### src/rtl/riscv32_icache_pkg.sv
// Shared types and default geometry for the direct-mapped instruction cache.
package riscv32_icache_pkg;

   typedef enum logic {
      IDLE   = 1'b0,
      REFILL = 1'b1
   } state_t;

   localparam int unsigned DEF_NUM_LINES      = 16;
   localparam int unsigned DEF_WORDS_PER_LINE = 4;

   // Clears the in-line byte offset, leaving the line base address.
   function automatic logic [31:0] line_mask(input int unsigned words);
      return ~(32'(words * 4) - 32'd1);
   endfunction

endpackage

### src/rtl/riscv32_icache_if.sv
// Fetch port, refill memory port and perf counters of riscv32_icache.
interface riscv32_icache_if;
   logic        icache_go;
   logic        icache_flush;
   logic        i_cache_rden;
   logic [31:0] i_cache_rdaddr;
   logic        i_cache_rdhit;
   logic [31:0] i_cache_rddata;
   logic        mem_rden;
   logic [31:0] mem_rdaddr;
   logic        mem_rdvalid;
   logic [31:0] mem_rddata;
   logic [31:0] hit_cnt;
   logic [31:0] miss_cnt;

   modport master (
      output icache_go, icache_flush, i_cache_rden, i_cache_rdaddr, mem_rdvalid, mem_rddata,
      input  i_cache_rdhit, i_cache_rddata, mem_rden, mem_rdaddr, hit_cnt, miss_cnt
   );

   modport slave (
      input  icache_go, icache_flush, i_cache_rden, i_cache_rdaddr, mem_rdvalid, mem_rddata,
      output i_cache_rdhit, i_cache_rddata, mem_rden, mem_rdaddr, hit_cnt, miss_cnt
   );
endinterface

### src/rtl/riscv32_icache_refill.sv
// Line refill engine: IDLE/REFILL FSM, beat counter and memory word handshake.
module riscv32_icache_refill
   import riscv32_icache_pkg::*;
#(
   parameter int unsigned WORDS_PER_LINE = DEF_WORDS_PER_LINE
) (
   input  logic                              clk,
   input  logic                              rstn,
   input  logic                              go,
   input  logic                              flush,
   input  logic                              rden,
   input  logic                              lookup_hit,
   input  logic [31:0]                       rdaddr,
   input  logic                              mem_rdvalid,
   output logic                              busy,
   output logic                              start_c,
   output logic                              accept_c,
   output logic                              fill_done_c,
   output logic [$clog2(WORDS_PER_LINE)-1:0] beat,
   output logic [31:0]                       line_base,
   output logic                              mem_rden,
   output logic [31:0]                       mem_rdaddr
);

   localparam int unsigned OFS_W = $clog2(WORDS_PER_LINE);
   localparam logic [OFS_W-1:0] LAST_BEAT = OFS_W'(WORDS_PER_LINE - 1);
   localparam logic [31:0] LINE_MASK = line_mask(WORDS_PER_LINE);

   state_t state;
   logic   cancelled;

   assign busy     = (state == REFILL);
   assign mem_rden = busy;
   assign start_c  = ~busy & rden & go & ~lookup_hit & ~flush;
   assign accept_c = mem_rden & mem_rdvalid;
   // A flush seen at any point of the refill keeps the new line invalid.
   assign fill_done_c = accept_c & (beat == LAST_BEAT) & ~cancelled & ~flush;

   always_ff @(posedge clk) begin
      if (!rstn) begin
         state      <= IDLE;
         beat       <= '0;
         cancelled  <= 1'b0;
         line_base  <= '0;
         mem_rdaddr <= '0;
      end else begin
         case (state)
            IDLE: begin
               if (start_c) begin
                  state      <= REFILL;
                  beat       <= '0;
                  cancelled  <= 1'b0;
                  line_base  <= rdaddr & LINE_MASK;
                  mem_rdaddr <= rdaddr & LINE_MASK;
               end
            end
            REFILL: begin
               if (flush) cancelled <= 1'b1;
               if (accept_c) begin
                  if (beat == LAST_BEAT) begin
                     state      <= IDLE;
                     beat       <= '0;
                     mem_rdaddr <= '0;
                  end else begin
                     beat       <= beat + OFS_W'(1);
                     mem_rdaddr <= mem_rdaddr + 32'd4;
                  end
               end
            end
            default: state <= IDLE;
         endcase
      end
   end

endmodule

### src/rtl/riscv32_icache.sv
// Direct-mapped instruction cache with 0-cycle lookup and word-by-word refill.
// Optional perf counters enabled by defining RISCV32_ICACHE_PERF_CNT_EN.
module riscv32_icache
   import riscv32_icache_pkg::*;
#(
   parameter int unsigned NUM_LINES      = DEF_NUM_LINES,
   parameter int unsigned WORDS_PER_LINE = DEF_WORDS_PER_LINE
) (
   input logic             clk,
   input logic             rstn,
   riscv32_icache_if.slave bus
);

   localparam int unsigned IDX_W   = $clog2(NUM_LINES);
   localparam int unsigned OFS_W   = $clog2(WORDS_PER_LINE);
   localparam int unsigned TAG_LSB = IDX_W + OFS_W + 2;
   localparam int unsigned TAG_W   = 32 - TAG_LSB;

   logic [TAG_W-1:0] tag_mem  [NUM_LINES];
   logic [31:0]      data_mem [NUM_LINES * WORDS_PER_LINE];
   logic [NUM_LINES-1:0] valid;

   logic [IDX_W-1:0] idx, fill_idx;
   logic [OFS_W-1:0] ofs, beat;
   logic [TAG_W-1:0] tag, fill_tag;
   logic [31:0]      line_base;
   logic             lookup_hit, busy, start_c, accept_c, fill_done_c;
   logic             unused_base_bits;

   assign idx = bus.i_cache_rdaddr[TAG_LSB-1:OFS_W+2];
   assign ofs = bus.i_cache_rdaddr[OFS_W+1:2];
   assign tag = bus.i_cache_rdaddr[31:TAG_LSB];

   assign fill_idx         = line_base[TAG_LSB-1:OFS_W+2];
   assign fill_tag         = line_base[31:TAG_LSB];
   assign unused_base_bits = ^line_base[OFS_W+1:0];

   assign lookup_hit         = valid[idx] && (tag_mem[idx] == tag);
   assign bus.i_cache_rdhit  = bus.i_cache_rden & ~busy & lookup_hit;
   assign bus.i_cache_rddata = data_mem[{idx, ofs}];

   riscv32_icache_refill #(
      .WORDS_PER_LINE(WORDS_PER_LINE)
   ) u_refill (
      .clk        (clk),
      .rstn       (rstn),
      .go         (bus.icache_go),
      .flush      (bus.icache_flush),
      .rden       (bus.i_cache_rden),
      .lookup_hit (lookup_hit),
      .rdaddr     (bus.i_cache_rdaddr),
      .mem_rdvalid(bus.mem_rdvalid),
      .busy       (busy),
      .start_c    (start_c),
      .accept_c   (accept_c),
      .fill_done_c(fill_done_c),
      .beat       (beat),
      .line_base  (line_base),
      .mem_rden   (bus.mem_rden),
      .mem_rdaddr (bus.mem_rdaddr)
   );

   // Storage arrays carry no reset; valid bits alone qualify their contents.
   always_ff @(posedge clk) begin
      if (accept_c) data_mem[{fill_idx, beat}] <= bus.mem_rddata;
      if (fill_done_c) tag_mem[fill_idx] <= fill_tag;
   end

   always_ff @(posedge clk) begin
      if (!rstn) begin
         valid <= '0;
      end else if (bus.icache_flush) begin
         valid <= '0;
      end else if (fill_done_c) begin
         valid[fill_idx] <= 1'b1;
      end
   end

`ifdef RISCV32_ICACHE_PERF_CNT_EN
   logic [31:0] hit_q, miss_q;

   always_ff @(posedge clk) begin
      if (!rstn) begin
         hit_q  <= '0;
         miss_q <= '0;
      end else begin
         if (bus.i_cache_rdhit && (hit_q != '1)) hit_q <= hit_q + 32'd1;
         if (start_c && (miss_q != '1)) miss_q <= miss_q + 32'd1;
      end
   end

   assign bus.hit_cnt  = hit_q;
   assign bus.miss_cnt = miss_q;
`else
   assign bus.hit_cnt  = '0;
   assign bus.miss_cnt = '0;
`endif

endmodule
### src/flat_wrapper.sv
// flat-port wrapper written by rule: the top's interface ports become plain ports
module riscv32_icache_flat import riscv32_icache_pkg::*;
#(
   parameter int unsigned NUM_LINES      = DEF_NUM_LINES,
   parameter int unsigned WORDS_PER_LINE = DEF_WORDS_PER_LINE
)
  (clk, rstn, bus_icache_go, bus_icache_flush, bus_i_cache_rden, bus_i_cache_rdaddr, bus_mem_rdvalid, bus_mem_rddata, bus_i_cache_rdhit, bus_i_cache_rddata, bus_mem_rden, bus_mem_rdaddr, bus_hit_cnt, bus_miss_cnt);
  riscv32_icache_if bus_i ();
  input logic clk;
  input logic rstn;
  input wire logic [$bits(bus_i.icache_go)-1:0] bus_icache_go;
  input wire logic [$bits(bus_i.icache_flush)-1:0] bus_icache_flush;
  input wire logic [$bits(bus_i.i_cache_rden)-1:0] bus_i_cache_rden;
  input wire logic [$bits(bus_i.i_cache_rdaddr)-1:0] bus_i_cache_rdaddr;
  input wire logic [$bits(bus_i.mem_rdvalid)-1:0] bus_mem_rdvalid;
  input wire logic [$bits(bus_i.mem_rddata)-1:0] bus_mem_rddata;
  output wire logic [$bits(bus_i.i_cache_rdhit)-1:0] bus_i_cache_rdhit;
  output wire logic [$bits(bus_i.i_cache_rddata)-1:0] bus_i_cache_rddata;
  output wire logic [$bits(bus_i.mem_rden)-1:0] bus_mem_rden;
  output wire logic [$bits(bus_i.mem_rdaddr)-1:0] bus_mem_rdaddr;
  output wire logic [$bits(bus_i.hit_cnt)-1:0] bus_hit_cnt;
  output wire logic [$bits(bus_i.miss_cnt)-1:0] bus_miss_cnt;
  assign bus_i.icache_go = bus_icache_go;
  assign bus_i.icache_flush = bus_icache_flush;
  assign bus_i.i_cache_rden = bus_i_cache_rden;
  assign bus_i.i_cache_rdaddr = bus_i_cache_rdaddr;
  assign bus_i.mem_rdvalid = bus_mem_rdvalid;
  assign bus_i.mem_rddata = bus_mem_rddata;
  assign bus_i_cache_rdhit = bus_i.i_cache_rdhit;
  assign bus_i_cache_rddata = bus_i.i_cache_rddata;
  assign bus_mem_rden = bus_i.mem_rden;
  assign bus_mem_rdaddr = bus_i.mem_rdaddr;
  assign bus_hit_cnt = bus_i.hit_cnt;
  assign bus_miss_cnt = bus_i.miss_cnt;
  riscv32_icache #(.NUM_LINES(NUM_LINES), .WORDS_PER_LINE(WORDS_PER_LINE)) u_core (.clk(clk), .rstn(rstn), .bus(bus_i));
endmodule
### config.mk
export PLATFORM = sky130hd
export DESIGN_NAME = riscv32_icache_flat
export DESIGN_NICKNAME = d
export VERILOG_FILES = /design/src/rtl/riscv32_icache_pkg.sv /design/src/rtl/riscv32_icache_if.sv /design/src/rtl/riscv32_icache_refill.sv /design/src/rtl/riscv32_icache.sv /design/src/flat_wrapper.sv
export SDC_FILE = /design/constraint.sdc
export NUM_CORES = 2
export LEC_CHECK = 0
export CORE_UTILIZATION = 40
export DETAILED_ROUTE_END_ITERATION = 8
export HOLD_SLACK_MARGIN = 0.1
export PLACE_DENSITY = 0.65
export SETUP_SLACK_MARGIN = 0.05
export SLEW_MARGIN = 0
export SYNTH_ARGS = -nofsm -noshare
export SYNTH_HDL_FRONTEND = slang
export SYNTH_SLANG_ARGS = --single-unit
### constraint.sdc
create_clock -name clk -period 5.6 [get_ports clk]
set_clock_uncertainty 0.1 [all_clocks]
set_input_delay 0.84 -clock clk [delete_from_list [all_inputs] [get_ports clk]]
set_output_delay 0.84 -clock clk [all_outputs]
set_load 0.005 [all_outputs]
==> metrics.txt <==
post-synthesis adder-cell area fraction=0.000257; multi-input logic area=21800 µm²; CTS tree=built; CTS Sinks=2510; worst-margin pin slew=1.35 ns; storage element area=74600 µm²; Yosys cell types=64; Tmin final=5.14 ns; most common flop cell mapped by yosys=edfxtp_1; number of port buffers=131; Initial Util=0.403; largest family of logic cells by synthesized area=multiplexers; die area=245000 µm²; mux share of post-synthesis cell area=0.180; hold slack=0.295 ns; Placer Congestion=0.816; grt total ovfl=0; Area Overhead vs Synth=15.4%; Crit path max-delay family=buffers and inverters; syn avg cell area=22.8 µm²; DR pass1 iterations=5; Crit. End Element=output pin; final setup fails=0; Tot Pwr=0.0388 W; met2 WL=121 mm; Synth Area in XOR/XNOR=0.00397; Clk Latency, worst-skew pair=0.88 ns; Seq cells post-synth=2510; Routed WL=246 mm; CTS hold repair buffers=0; Vias/cell=5.81; Placeable Area=241000 µm²; hold crit path type=in2reg; worst vdd rail ir drop=296 µV; H-tree Lvls=4; setup tns final=0 ns; Critical Path RT=4.66 ns; dpl hpwl=139 mm; routed length on met1=99.2 mm; DR WL/cell=30.5 µm; post-CTS setup buffers=0; Hold Violations, Final=0; vias in the first global route=47000; Filler cells=19600; CP Class=in2out; layout cells sized above 1=0.306; routed vias=46900; initial antenna violation count=18; worst-path maximum fanout=36; largest net degree at the start of global routing=81; I/O pin total=200; die width=495 µm; unrepaired setup endpoints after global routing=no; EDFF count, synth=2432; remaining antenna violation count=0; WP buf/inv=4; Worst-path clk slew=0.06 ns; fin crit share=0.917; Max Used Layer=met5; CP Cell Sequence=buf_4 > buf_4 > mux4_2 > mux4_2 > xnor2_1 > nor3b_1 > nand4_1 > nor4_1 > buf_4 > clkdlybuf4s50_1; Die Height=495 µm; CTS-repair resized insts=0; Max-cap violations=0; final net count=4734; Mapped Cells=4260; global-route wire length before repair=347 mm; Initial DRC Count=5589; DR DRC count=0; Worst path slowest cell=clkdlybuf4s50_1; Critical Path AT=4.20 ns; fin. max-slew vios=0; wire length on met3=20.8 mm; max incr delay on CP=0.50 ns; Clock Tree Root=clkbuf_16; register area share after synthesis=0.767; Critical Path Source Type=primary input; static leakage=35.3 nW; Synth Area in Compound Gates=0.0130; Yosys warnings=0; status=finished clean; mapped cell area=97200 µm²; ys async rst share=0; Total GRT Usage=0.200; total CTS buffers=239; PD cells=346 nW/µm²; FMAX=195 MHz; most frequent CP cell=buf_4; Post-Synth Simple-Gate Area=0.0183; Slew headroom=0.101; clk buf depth=3; row count=180
## layer usage
| layer | GRT usage | vias up |
|---|---|---|
| met1 | 0.279 | 25400 |
| li1 | - | 18800 |
| met5 | 0 | - |
| met2 | 0.327 | 2233 |
| met4 | 0.0459 | 22 |
| met3 | 0.0367 | 377 |
## cell usage in the layout, fill, tap and decap left out, types with 47 or more instances in the layout
cell type        instances
clkinv_1                47
conb_1                  66
clkdlybuf4s50_1         93
mux4_2                 738
clkbuf_16              239
clkbuf_1                48
a21oi_1                 55
edfxtp_1              2432
nand2_1                113
nor2_4                  79
buf_4                  222
mux2i_1                 86
clkinv_2                51
dfxtp_1                 78
## through the flow
stage                     setup slack [ns]  cell area, µm²  utilization  std cells
after detailed placement             0.491          104000        0.432       7606
final                                0.462          112000        0.466       8064
after CTS                            0.487          112000        0.465       8058
after global placement               0.490          104000        0.432       7606
after global routing                 0.356          112000        0.465       8059
after floorplan                       1.10           97400            -       4325
## area by class of cell
cell class / count / share of cell area
antenna: 6 / 0.000134
multi-input combinational: 1497 / 0.195
clock buffer: 293 / 0.0557
tap: 3185 / 0.0355
inverter: 18 / 0.000691
clock inverter: 159 / 0.0155
sequential: 2510 / 0.665
timing repair buffer: 396 / 0.0331
## power by group
group | total [W] | internal (W) | switching, W | leakage, nW
Combinational | 0.00186 | 0.000830 | 0.00103 | 8.52
Sequential | 0.0206 | 0.0206 | 0.0000506 | 22.9
Clock | 0.0163 | 0.00918 | 0.00711 | 3.87
## cells by family (layout without fill, tap and decap cells)
kind of cell             after synthesis  in the layout
flip-flops                          2510           2510
multiplexers                         828            828
AND/OR/NAND/NOR                      370            370
buffers and inverters                318            866
AO/OA/AOI/OAI                        187            187
XOR/XNOR                              44             44
adder cells (fa/ha/maj)                2              2
other                                  1             72
## worst paths after layout
| check | startpoint | endpoint | slack, ns | cells after the start |
|---|---|---|---|---|
| hold / removal | bus_i_cache_rdaddr[4] | u_core.u_refill.line_base[4] | 0.29 | 3 |
| setup reg to reg | u_core.u_refill.beat[0] | u_core.tag_mem[15][9] | 1.45 | 5 |
| hold reg to reg | u_core.valid[10] | u_core.valid[10] | 0.37 | 1 |
| setup / recovery | bus_i_cache_rdaddr[7] | bus_i_cache_rdhit | 0.46 | 10 |
## Yosys cell counts (3+ instances only)
cell / count / area (µm²)
a2111oi_0: 3 / 26.3
a211o_1: 3 / 26.3
a211oi_1: 18 / 135
a21oi_1: 55 / 275
a222oi_1: 6 / 60.1
a22oi_1: 27 / 203
a31oi_1: 11 / 68.8
and2_1: 5 / 31.3
and3_1: 13 / 81.3
and4_1: 6 / 52.6
buf_1: 46 / 173
buf_2: 19 / 95.1
buf_4: 82 / 616
buf_6: 12 / 135
clkbuf_1: 141 / 529
dfxtp_1: 78 / 1560
edfxtp_1: 2432 / 73000
inv_1: 16 / 60.1
mux2_2: 4 / 45.0
mux2i_1: 86 / 861
mux4_2: 738 / 16600
nand2_1: 113 / 424
nand2b_1: 5 / 31.3
nand3_1: 34 / 170
nand4_1: 16 / 100
nand4b_1: 4 / 35.0
nor2_1: 102 / 383
nor2b_1: 18 / 113
nor3_1: 27 / 135
nor3b_1: 6 / 45.0
nor4_1: 4 / 25.0
nor4b_1: 3 / 26.3
o21a_1: 17 / 128
o21ai_0: 11 / 55.1
o21ai_1: 4 / 20.0
o22ai_1: 9 / 56.3
o32ai_1: 7 / 61.3
or2_2: 3 / 18.8
xnor2_1: 30 / 263
xor2_1: 14 / 123
## sequential cells by signal, indices dropped and copies added (netlist names)
register	cells
u_core.data_mem	2048
u_core.tag_mem	384
u_core.u_refill.line_base	28
u_core.u_refill.cancelled	1
u_core.u_refill.beat	2
u_core.valid	16
u_core.u_refill.busy	1
u_core.u_refill.mem_rdaddr	30
## worst reg2reg max path, stage by stage (launching register included)
cell	delay (ns)
dfxtp_1	0.70
ha_1	0.43
nor3b_1	0.85
nand2_1	0.69
nor2_4	0.57
buf_4	0.45
Note: power is estimated with default switching activity, not from simulation.
